### src/rtl/pen_matrix_if.sv
// Signal bundle between the pen-matrix controller and its control logic / matrix pins.
// The slave modport is the controller's view of the bundle.
interface pen_matrix_if #(
  parameter int ROWS = 8,
  parameter int COLS = 8,
  parameter int CH   = 2
);
  localparam int RW = $clog2(ROWS);
  localparam int CW = $clog2(COLS);

  logic                 en;
  logic [1:0]           mode;
  logic [CH-1:0]        color;
  logic                 clear;
  logic                 pen_i;
  logic [ROWS-1:0]      row_o;
  logic [CH*COLS-1:0]   col_o;
  logic                 pos_valid;
  logic [RW-1:0]        pos_row;
  logic [CW-1:0]        pos_col;
  logic                 clear_busy;
  logic                 frame_tick;

  modport master (
    output en, mode, color, clear, pen_i,
    input  row_o, col_o, pos_valid, pos_row, pos_col, clear_busy, frame_tick
  );

  modport slave (
    input  en, mode, color, clear, pen_i,
    output row_o, col_o, pos_valid, pos_row, pos_col, clear_busy, frame_tick
  );
endinterface

### src/rtl/pen_matrix_ctrl.sv
// LED-matrix scanner: display sweep then per-pixel probe sweep, light-pen hit capture,
// and an on-chip frame buffer drawn/erased by pen hits and zeroed by a linear clear sweep.
module pen_matrix_ctrl #(
  parameter int ROWS      = 8,
  parameter int COLS      = 8,
  parameter int CH        = 2,
  parameter int SLOT_CYC  = 1000,
  parameter int BLANK_CYC = 50
) (
  input  logic            clk,
  input  logic            rst_n,
  pen_matrix_if.slave     bus
);
  localparam int RW   = $clog2(ROWS);
  localparam int CW   = $clog2(COLS);
  localparam int SCW  = $clog2(SLOT_CYC);
  localparam int NPIX = ROWS * COLS;
  localparam int AW   = $clog2(NPIX);

  localparam logic [RW-1:0]  ROW_LAST = RW'(ROWS - 1);
  localparam logic [CW-1:0]  COL_LAST = CW'(COLS - 1);
  localparam logic [SCW-1:0] SC_LAST  = SCW'(SLOT_CYC - 1);
  localparam logic [SCW-1:0] SC_BLANK = SCW'(BLANK_CYC);
  localparam logic [AW-1:0]  PIX_LAST = AW'(NPIX - 1);

  typedef enum logic {S_DISP, S_PROBE} state_e;

  state_e             state_q, state_d;
  logic [RW-1:0]      row_q, row_d;
  logic [CW-1:0]      col_q, col_d;
  logic [SCW-1:0]     sc_q, sc_d;
  logic [1:0]         mode_q, mode_d;
  logic [CH-1:0]      color_q, color_d;
  logic               hit_done_q, hit_done_d;
  logic               pen_s1_q, pen_s2_q;
  logic               clr_busy_q;
  logic [AW-1:0]      clr_addr_q;
  logic [ROWS-1:0]    row_out_q, row_out_d;
  logic [CH*COLS-1:0] col_out_q, col_out_d;
  logic               tick_q, tick_d;
  logic               pos_valid_q;
  logic [RW-1:0]      pos_row_q;
  logic [CW-1:0]      pos_col_q;
  logic [CH-1:0]      fb_q [NPIX];

  logic hit, clear_start, mode_active;

  function automatic logic [AW-1:0] pix_addr(input logic [RW-1:0] r, input int c);
    return AW'(int'(r) * COLS + c);
  endfunction

  assign mode_active = (bus.mode == 2'd1) || (bus.mode == 2'd2);
  assign hit         = bus.en && (state_q == S_PROBE) && (sc_q == SC_LAST) && pen_s2_q && !hit_done_q;
  assign clear_start = bus.clear && !clr_busy_q;

  // NOTE: every variable written here gets a default first, so no latch is inferred.
  always_comb begin
    state_d    = state_q;
    row_d      = row_q;
    col_d      = col_q;
    sc_d       = sc_q + 1'b1;
    mode_d     = mode_q;
    color_d    = color_q;
    hit_done_d = hit_done_q || hit;
    if (!bus.en) begin
      state_d = S_DISP;
      row_d   = '0;
      col_d   = '0;
      sc_d    = '0;
    end else if (sc_q == SC_LAST) begin
      sc_d = '0;
      if (state_q == S_DISP) begin
        if (row_q == ROW_LAST) begin
          row_d = '0;
          if (mode_active) begin
            state_d    = S_PROBE;
            col_d      = '0;
            mode_d     = bus.mode;
            color_d    = bus.color;
            hit_done_d = 1'b0;
          end
        end else begin
          row_d = row_q + 1'b1;
        end
      end else if (col_q == COL_LAST) begin
        col_d = '0;
        if (row_q == ROW_LAST) begin
          row_d   = '0;
          state_d = S_DISP;
        end else begin
          row_d = row_q + 1'b1;
        end
      end else begin
        col_d = col_q + 1'b1;
      end
    end
  end

  // Outputs are derived from the next sequencer position so pins line up with sc_q.
  always_comb begin
    row_out_d = '1;
    col_out_d = '0;
    tick_d    = 1'b0;
    if (bus.en) begin
      if (sc_d >= SC_BLANK) begin
        row_out_d[row_d] = 1'b0;
        for (int k = 0; k < CH; k++) begin
          for (int c = 0; c < COLS; c++) begin
            if (state_d == S_DISP) col_out_d[k*COLS + c] = fb_q[pix_addr(row_d, c)][k];
            else                   col_out_d[k*COLS + c] = (col_d == CW'(c));
          end
        end
      end
      if (sc_d == SC_LAST && row_d == ROW_LAST)
        tick_d = (state_d == S_PROBE) ? (col_d == COL_LAST) : !mode_active;
    end
  end

  // NOTE: sequential state uses non-blocking assignments only.
  // NOTE: the frame buffer is reset because a cleared display after reset is required behaviour.
  always_ff @(posedge clk or negedge rst_n) begin
    if (!rst_n) begin
      state_q     <= S_DISP;
      row_q       <= '0;
      col_q       <= '0;
      sc_q        <= '0;
      mode_q      <= '0;
      color_q     <= '0;
      hit_done_q  <= 1'b0;
      pen_s1_q    <= 1'b0;
      pen_s2_q    <= 1'b0;
      clr_busy_q  <= 1'b0;
      clr_addr_q  <= '0;
      row_out_q   <= '1;
      col_out_q   <= '0;
      tick_q      <= 1'b0;
      pos_valid_q <= 1'b0;
      pos_row_q   <= '0;
      pos_col_q   <= '0;
      for (int i = 0; i < NPIX; i++) fb_q[i] <= '0;
    end else begin
      state_q     <= state_d;
      row_q       <= row_d;
      col_q       <= col_d;
      sc_q        <= sc_d;
      mode_q      <= mode_d;
      color_q     <= color_d;
      hit_done_q  <= hit_done_d;
      pen_s1_q    <= bus.pen_i;
      pen_s2_q    <= pen_s1_q;
      row_out_q   <= row_out_d;
      col_out_q   <= col_out_d;
      tick_q      <= tick_d;
      pos_valid_q <= hit;
      if (hit) begin
        pos_row_q <= row_q;
        pos_col_q <= col_q;
      end
      if (clr_busy_q) begin
        fb_q[clr_addr_q] <= '0;
        clr_addr_q       <= clr_addr_q + 1'b1;
        if (clr_addr_q == PIX_LAST) clr_busy_q <= 1'b0;
      end else if (clear_start) begin
        clr_busy_q <= 1'b1;
        clr_addr_q <= '0;
      end else if (hit) begin
        fb_q[pix_addr(row_q, int'(col_q))] <= (mode_q == 2'd1) ? color_q : '0;
      end
    end
  end

  assign bus.row_o      = row_out_q;
  assign bus.col_o      = col_out_q;
  assign bus.pos_valid  = pos_valid_q;
  assign bus.pos_row    = pos_row_q;
  assign bus.pos_col    = pos_col_q;
  assign bus.clear_busy = clr_busy_q;
  assign bus.frame_tick = tick_q;
endmodule

### src/flat_wrapper.sv
// flat-port wrapper written by rule: the top's interface ports become plain ports
module pen_matrix_ctrl_flat 
#(
  parameter int ROWS      = 8,
  parameter int COLS      = 8,
  parameter int CH        = 2,
  parameter int SLOT_CYC  = 1000,
  parameter int BLANK_CYC = 50
)
  (clk, rst_n, bus_en, bus_mode, bus_color, bus_clear, bus_pen_i, bus_row_o, bus_col_o, bus_pos_valid, bus_pos_row, bus_pos_col, bus_clear_busy, bus_frame_tick);
  pen_matrix_if #(.ROWS(ROWS), .COLS(COLS), .CH(CH)) bus_i ();
  input  logic clk;
  input  logic rst_n;
  input wire logic [$bits(bus_i.en)-1:0] bus_en;
  input wire logic [$bits(bus_i.mode)-1:0] bus_mode;
  input wire logic [$bits(bus_i.color)-1:0] bus_color;
  input wire logic [$bits(bus_i.clear)-1:0] bus_clear;
  input wire logic [$bits(bus_i.pen_i)-1:0] bus_pen_i;
  output wire logic [$bits(bus_i.row_o)-1:0] bus_row_o;
  output wire logic [$bits(bus_i.col_o)-1:0] bus_col_o;
  output wire logic [$bits(bus_i.pos_valid)-1:0] bus_pos_valid;
  output wire logic [$bits(bus_i.pos_row)-1:0] bus_pos_row;
  output wire logic [$bits(bus_i.pos_col)-1:0] bus_pos_col;
  output wire logic [$bits(bus_i.clear_busy)-1:0] bus_clear_busy;
  output wire logic [$bits(bus_i.frame_tick)-1:0] bus_frame_tick;
  assign bus_i.en = bus_en;
  assign bus_i.mode = bus_mode;
  assign bus_i.color = bus_color;
  assign bus_i.clear = bus_clear;
  assign bus_i.pen_i = bus_pen_i;
  assign bus_row_o = bus_i.row_o;
  assign bus_col_o = bus_i.col_o;
  assign bus_pos_valid = bus_i.pos_valid;
  assign bus_pos_row = bus_i.pos_row;
  assign bus_pos_col = bus_i.pos_col;
  assign bus_clear_busy = bus_i.clear_busy;
  assign bus_frame_tick = bus_i.frame_tick;
  pen_matrix_ctrl #(.ROWS(ROWS), .COLS(COLS), .CH(CH), .SLOT_CYC(SLOT_CYC), .BLANK_CYC(BLANK_CYC)) u_core (.clk(clk), .rst_n(rst_n), .bus(bus_i));
endmodule
### config.mk
export PLATFORM = sky130hd
export DESIGN_NAME = pen_matrix_ctrl_flat
export DESIGN_NICKNAME = d
export VERILOG_FILES = /design/src/rtl/pen_matrix_if.sv /design/src/rtl/pen_matrix_ctrl.sv /design/src/flat_wrapper.sv
export SDC_FILE = /design/constraint.sdc
export NUM_CORES = 1
export LEC_CHECK = 0
export BUFFER_PORTS_ARGS = -buffer_cell sky130_fd_sc_hd__buf_2
export CAP_MARGIN = 20
export CORE_MARGIN = 1.5
export CORE_UTILIZATION = 56
export DETAILED_ROUTE_END_ITERATION = 6
export HOLD_SLACK_MARGIN = 0.1
export PLACE_DENSITY = 0.77
export SLEW_MARGIN = 20
export SYNTH_ARGS = -nofsm -noshare
export SYNTH_HDL_FRONTEND = slang
export SYNTH_SLANG_ARGS = --single-unit
### constraint.sdc
create_clock -name clk -period 2.6 [get_ports clk]
set_input_delay 0.65 -clock clk [delete_from_list [all_inputs] [get_ports clk]]
set_output_delay 0.65 -clock clk [all_outputs]
set_load 0.1 [all_outputs]
==> metrics.md, run 1 <==
| Metric | Value |
|---|---|
| Synth Warn # | 0 |
| Number of diodes | 0 |
| Fin nets | 1152 |
| Power Density | 710 nW/um^2 |
| Initial Utilization | 0.569 |
| Headroom to the max-slew limit | 0.512 |
| Synth top area share | 0.451 |
| Total of max-cap violations | 0 |
| Die area | 18900 sq um |
| Num ports | 42 |
| Root buffer cell | clkbuf_16 |
| Internal | 5.73 mW |
| RD Place Congestion | 0.923 |
| Post-DP HPWL | 19900 microns |
| Outcome | finished clean |
| Most common cell in the netlist | nand2_1 |
| Final min period | 2.54 ns |
| Avg Cell Area, Syn | 9.50 sq um |
| Worst IR Drop VDD | 0.000758 V |
| Syn_nets | 1083 |
| Reg2reg setup slack | 0.06 ns |
| First-pass detailed-route iteration total | 6 |
| Register area share after synthesis | 0.472 |
| DR iter-0 viols | 1165 |
| Worst Skew | 0.00989 ns |
| Fmax | 393 MHz |
| GRT Residual Overflow | 0 |
| Hold Buf Count CTS | 0 |
| Setup-failing EPs final | 0 |
| Buffers on Ports | 41 |
| Critical Path Fanout Max | 18 |
| Via density per instance | 6.60 |
| Worst path required time | 2.91 ns |
| CTS tree | done |
| Critical path class | reg2reg |
| Core Region | 17800 sq um |
| Worst setup SP type | register |
| Die width | 138 microns |
| Initial antenna violation count | 0 |
| Average wire per standard cell | 22.2 microns |
| Net load switching power | 2.60 mW |
| Synth async-reset ratio | 1.00 |
| Hold Vio Cnt, Final | 0 |
| Slew Limit Fails | 0 |
| Clock latency on the worst-skew pair | 0.44 ns |
| Non-filler cells, final | 1379 |
| Post-synth EDFFs | 0 |
| Synth cell types | 65 |
| Routed Antenna Nets | 0 |
| Layout cells sized above 1 | 0.171 |
| Number of remaining DRC errors | 0 |
| Seq pwr share | 0.457 |
| Routed WL | 30600 microns |
| CTS sink count | 191 |
| Area leader, netlist | dfrtp_1 |
| Switching portion of total power | 0.312 |
| Rows | 49 |
| CTS clock-pin slew for the worst setup and hold paths | 0.07 ns |
| CTS max path bufs | 2 |
| Pin count of the biggest net entering global routing | 62 |
| Logic pwr share | 0.227 |
| H-tree depth | 4 |
| First-pass GRT wire length | 47300 microns |
| Final Total Pwr | 8.33 mW |
| CTS Buf Count | 17 |
| Cells after DPL | 1345 |
| Hold crit path type | in2async |
| Synth cell count leaders | 198 x nand2_1, 183 x dfrtp_1, 95 x nand3_1 |
| Overall routing resource usage | 0.336 |
| Yosys reg bits | 191 |
| Critical Path Sink Type | register |
| Via count | 9108 |
| Mapped cell area | 10100 sq um |
| Worst-Margin Slew | 0.732 ns |
| Area contributors post-synth | dfrtp_1 45%, nand2_1 7.3%, o211a_1 5.8% |
| Mapped Cells | 1068 |
| Crit path arrival time | 2.86 ns |
| Vias in the first global route | 8601 |
| P_leak | 5.64 nW |
| FILL cells | 1397 |
| Area Overhead vs Synth | 15.7% |
| Predominant post-synthesis flop cell | dfrtp_1 |
| Final critical-path share of the clock period | 0.978 |
| Clock power frac | 0.317 |
| Die Height | 138 microns |
layer usage:
layer | share of wire | track usage
met2 | 0.45 | 0.511
met3 | 0.10 | 0.0935
met5 | 0 | 0
met4 | 0.043 | 0.146
met1 | 0.40 | 0.450
worst max-delay path: stages, from the launching register on:
cell and delay, ns:
dfrtp_1 0.42, ha_4 0.20, nand4b_4 0.11, or4_4 0.55
o311a_1 0.35, buf_12 0.18, a211o_1 0.27, a41oi_1 0.24
nor3_1 0.09
what timing repair did:
action	4_1_cts	5_1_grt
pin swaps	0	1
gates resized for setup	3	4
setup endpoints to repair	15	16
buffers inserted	0	2
cell type report:
class                           instances  area, sq um  share of cell area
Timing Repair Buffer                  125          981              0.0836
Sequential cell                       191         4790               0.408
Clock inverter                          9          110             0.00938
Inverter                               16         62.6             0.00533
Multi-Input combinational cell        786         5030               0.428
Clock buffer                           23          478              0.0407
Tap cell                              229          287              0.0244
power groups by stage:
stage / Sequential (mW) / Clock, mW / Combinational (mW)
2_1_floorplan: 3.66 / 0 / 1.32
3_3_place_gp: 3.81 / 0 / 1.76
3_5_place_dp: 3.81 / 0 / 1.83
4_1_cts: 3.78 / 2.65 / 1.84
5_1_grt: 3.84 / 2.76 / 2.04
6_report: 3.80 / 2.64 / 1.89
cell families after synthesis:
family	Yosys count	synth area share
compound gates	268	0.203
xor+xnor	9	0.00777
fa+ha+maj	6	0.00740
buf+inv	91	0.0370
flops	191	0.472
mux	67	0.0680
simple gates	436	0.205
worst paths after layout:
kind,startpoint,end,cells after the start
worst max-delay path,u_core.sc_q[1],u_core.bus.col_o[8],8
worst min-delay path,rst_n,u_core.fb_q[120],1
worst max register to register,u_core.sc_q[1],u_core.bus.col_o[8],8
worst min register to register,u_core.pen_s1_q,u_core.pen_s2_q,0
max in group asynchronous,rst_n,u_core.fb_q[64],2
min in group clk,bus_pen_i,u_core.pen_s1_q,1
flip-flops by register name, summed over array words and instances (netlist names):
register,cells
u_core.state_q,1
u_core.bus.row_o,8
u_core.fb_q,128
u_core.mode_q,2
u_core.pen_s2_q,1
u_core.bus.pos_row,3
u_core.bus.col_o,16
u_core.pen_s1_q,1
u_core.bus.pos_valid,1
u_core.bus.clear_busy,1
u_core.hit_done_q,1
u_core.bus.pos_col,3
u_core.sc_q,10
u_core.row_q,3
u_core.col_q,3
u_core.color_q,2
u_core.bus.frame_tick,1
u_core.clr_addr_q,6
stage by stage:
step | worst slack, ns | TNS [ns] | hold WS, ns | instance area [sq um] | utilization
6_report | 0.0562 | 0 | 0.195 | 11700 | 0.658
3_5_place_dp | -0.119 | -0.558 | 0.336 | 11100 | 0.622
5_1_grt | -0.0716 | -0.430 | 0.232 | 11700 | 0.658
2_1_floorplan | 0.00257 | 0 | 0.331 | 10200 | -
4_1_cts | 0.0188 | 0 | 0.224 | 11700 | 0.656
3_3_place_gp | -0.0218 | -0.0218 | 0.334 | 11100 | 0.622
cells in the final DEF, fill, tap and decap left out, types with 13 or more instances in the layout:
master and instances:
buf_2 40, dfrtp_1 182, mux2i_1 50, nor2_1 42, clkbuf_16 17, nor3_1 22, nand3_1 95, o211a_1 59
o21ai_0 86, a41oi_1 18, nand2_1 196, a211o_1 59, buf_4 71, inv_1 13
(Power assumes the default switching activity.)
==> inputs of run 2 (changes only) <==
--- a/config.mk
+++ b/config.mk
@@ -5,7 +5,7 @@
 export SDC_FILE = /design/constraint.sdc
 export NUM_CORES = 1
 export LEC_CHECK = 0
-export BUFFER_PORTS_ARGS = -buffer_cell sky130_fd_sc_hd__buf_2
+export BUFFER_PORTS_ARGS = -buffer_cell sky130_fd_sc_hd__buf_4
 export CAP_MARGIN = 20
 export CORE_MARGIN = 1.5
 export CORE_UTILIZATION = 56
==> run 2 against run 1 <==
  * The flow now finishes with violations (DRC)
  * Critical endpoint is now u_core.bus.col_o[10]
  * Largest cell class unchanged
  * First-iteration DRC count decreased by 6.4%
  * Largest power group unchanged
  * Design area increased by 3.9%
  * Non-clock buffer count increased by 22
  * Combinational power increased by 2%
  * Power increased by 4.5%
==> metrics.md, run 2 (synthesis results as in run 1) <==
| Metric | Value |
|---|---|
| Outcome | finished, violations left |
| Violated checks | DRC |
| Number of remaining DRC errors | 4 (+4) |
| Rows | 49 (unchanged) |
| FILL cells | 1361 (-2.6%) |
| Fmax | 395 MHz (+0.40%) |
| CTS Buf Count | 17 (unchanged) |
| Headroom to the max-slew limit | 0.491 (-0.0210) |
| Setup-failing EPs final | 0 (unchanged) |
| RD Place Congestion | 0.936 (+1.4%) |
| Hold Buf Count CTS | 0 (unchanged) |
| Crit path arrival time | 2.83 ns (-0.03 ns) |
| First-pass detailed-route iteration total | 7 (+1) |
| Num ports | 42 (unchanged) |
| Setup WS post-layout | 0.0663 ns (+0.0101 ns) |
| Routed Antenna Nets | 0 (unchanged) |
| CTS tree | done |
| Worst Skew | 0.00778 ns (-0.00211 ns) |
| Initial antenna violation count | 0 (unchanged) |
| Pin count of the biggest net entering global routing | 61 (-1.6%) |
| Hold Vio Cnt, Final | 0 (unchanged) |
| Via density per instance | 6.67 (+1.0%) |
| Worst-Margin Slew | 0.761 ns (+0.0288 ns) |
| Final critical-path share of the clock period | 0.975 (-0.00390) |
| Slew Limit Fails | 0 (unchanged) |
| Worst path buffer plus inverter count | 4 (+3) |
| Initial Utilization | 0.569 (unchanged) |
| Non-filler cells, final | 1400 (+1.5%) |
| Number of diodes | 0 (unchanged) |
| Clock latency on the worst-skew pair | 0.43 ns (about the same) |
| Average wire per standard cell | 22.4 microns (+0.90%) |
| Root buffer cell | clkbuf_16 |
| CTS sink count | 191 (unchanged) |
| Die Height | 138 microns (unchanged) |
| Final min period | 2.53 ns (-0.0101 ns) |
| Critical Path Fanout Max | 32 (+14) |
| Clock power frac | 0.340 (+0.023) |
| Max reg flops | 128 (unchanged) |
| Critical Path Sink Type | register |
| P_leak | 5.84 nW (+3.4%) |
| CTS max path bufs | 2 (unchanged) |
| Switching portion of total power | 0.303 (-0.00976) |
| CP top delay family | compound AO/OA/AOI/OAI gates |
| Logic pwr share | 0.221 (-0.006) |
| Pre-CTS WS | -0.112 ns (+0.00725 ns) |
| GRT Residual Overflow | 0 (unchanged) |
| Critical path cell sequence | ha_4, nand4b_4, buf_6, buf_4, o41ai_4, o21a_1, inv_4, buf_12, a211o_1, a41oi_1, nor3_1 |
| Commonest non-fill, non-tap cells in the layout | 194 x nand2_1, 182 x dfrtp_1, 135 x buf_4 |
| Vias in the first global route | 8979 (+4.4%) |
| First-pass GRT wire length | 48600 microns (+2.8%) |
| Overall routing resource usage | 0.342 (+0.00613) |
| Commonest non-fill, non-tap cell in the layout | nand2_1 |
| Worst path required time | 2.90 ns (about the same) |
| Power Density | 714 nW/um^2 (+0.62%) |
| Worst setup SP type | register |
| Area Overhead vs Synth | 20.2% |
| Hold Slack | 0.192 ns (-0.00289 ns) |
| Cells after DPL | 1362 (+1.3%) |
| Via count | 9340 (+2.5%) |
| Critical path class | reg2reg |
| Slowest stage cell on the critical path | dfrtp_1 |
| CTS clock-pin slew for the worst setup and hold paths | 0.07 ns (about the same) |
| Reg2reg setup slack | 0.07 ns (about the same) |
| Buffers on Ports | 41 (unchanged) |
| Hold crit path type | in2async |
| Core Region | 17800 sq um (unchanged) |
| Path depth of the worst reg2reg path | 11 (+3) |
| Net load switching power | 2.63 mW (+1.2%) |
| DR iter-0 viols | 1090 (-6.4%) |
| Internal | 6.07 mW (+6.0%) |
| Reg2reg start | u_core.sc_q[1] |
| H-tree depth | 4 (unchanged) |
| Layout cells sized above 1 | 0.202 (+0.0311) |
| Die width | 138 microns (unchanged) |
| Largest stage delay on the critical path | 0.39 ns (-0.16 ns) |
| Post-DP HPWL | 20700 microns (+4.0%) |
| Seq pwr share | 0.438 (-0.019) |
| Unrepaired setup endpoints after global routing | yes |
| Fin nets | 1174 (+1.9%) |
| Die area | 18900 sq um (unchanged) |
| Terminus of the critical flop-to-flop path | u_core.bus.col_o[10] |
| Total of max-cap violations | 0 (unchanged) |
| Top reg by flops | u_core.fb_q |
| Routed WL | 31300 microns (+2.4%) |
| Worst IR Drop VDD | 0.000892 V (+18%) |
-- run 2: cell types whose count changed in the layout (fill, tap and decap cells not counted), sizes merged --
cell / before / now
buf: 124 / 146
clkinvlp: 3 / 2
clkbuf: 24 / 19
clkinv: 5 / 4
bufinv: 2 / 6
inv: 15 / 17
-- run 2: worst register-to-register path: stages, from the launching register on --
cell      delay [ns]
dfrtp_1         0.39
ha_4            0.19
nand4b_4        0.14
buf_6           0.15
buf_4           0.14
o41ai_4         0.23
o21a_1          0.26
inv_4           0.10
buf_12          0.18
a211o_1         0.32
a41oi_1         0.22
nor3_1          0.09
-- run 2: how the worst max path moves through the flow --
stage / startpoint / endpoint / slack, ns / depth (start not counted)
floorplan: u_core.sc_q[0] / u_core.bus.col_o[7] / 0.003 / 11
global placement: bus_en / u_core.bus.frame_tick / 0.0009 / 9
detailed placement: bus_en / u_core.bus.frame_tick / -0.11 / 9
CTS: u_core.sc_q[1] / u_core.bus.col_o[4] / 0.01 / 10
global route: u_core.sc_q[1] / u_core.fb_q[31] / -0.04 / 10
finish: u_core.sc_q[1] / u_core.bus.col_o[10] / 0.07 / 11
-- run 2: cell type report --
cell class                      count  area, sq um  area share
Inverter                           16         62.6     0.00513
Multi-Input combinational cell    786         5150       0.423
Tap cell                          229          287      0.0235
Sequential cell                   191         4790       0.393
Clock buffer                       18          429      0.0352
Timing Repair Buffer              147         1230       0.101
Clock inverter                     13          235      0.0193
-- run 2: timing repair --
item / 4_1_cts / 5_1_grt
gates resized for setup: 3 / 23
setup buffers: 0 / 7
setup endpoints to repair: 7 / 36
pin swaps: 0 / 11
-- run 2: per-stage QoR --
stage / setup TNS [ns] / utilization / total power, mW / cell area (sq um)
global route: -0.380 / 0.683 / 9.10 / 12200
global placement: 0 / 0.634 / 5.59 / 11300
finish: 0 / 0.683 / 8.71 / 12200
floorplan: 0 / - / 4.98 / 10200
CTS: 0 / 0.673 / 8.62 / 12000
detailed placement: -0.201 / 0.634 / 5.67 / 11300
-- run 2: layer usage --
layer	part of all wire	GRT usage	vias to the layer above
met4	0.042	0.149	0
met2	0.45	0.520	539
met5	0	0	-
met1	0.41	0.456	4583
li1	-	-	4105
met3	0.099	0.0982	113
-- run 2: power by group through the flow --
| stage | Combinational (mW) | Clock [mW] | Sequential, mW |
|---|---|---|---|
| 2_1_floorplan | 1.32 | 0 | 3.66 |
| 3_3_place_gp | 1.77 | 0 | 3.83 |
| 3_5_place_dp | 1.84 | 0 | 3.83 |
| 4_1_cts | 1.85 | 2.98 | 3.79 |
| 5_1_grt | 2.12 | 3.12 | 3.85 |
| 6_report | 1.93 | 2.96 | 3.82 |
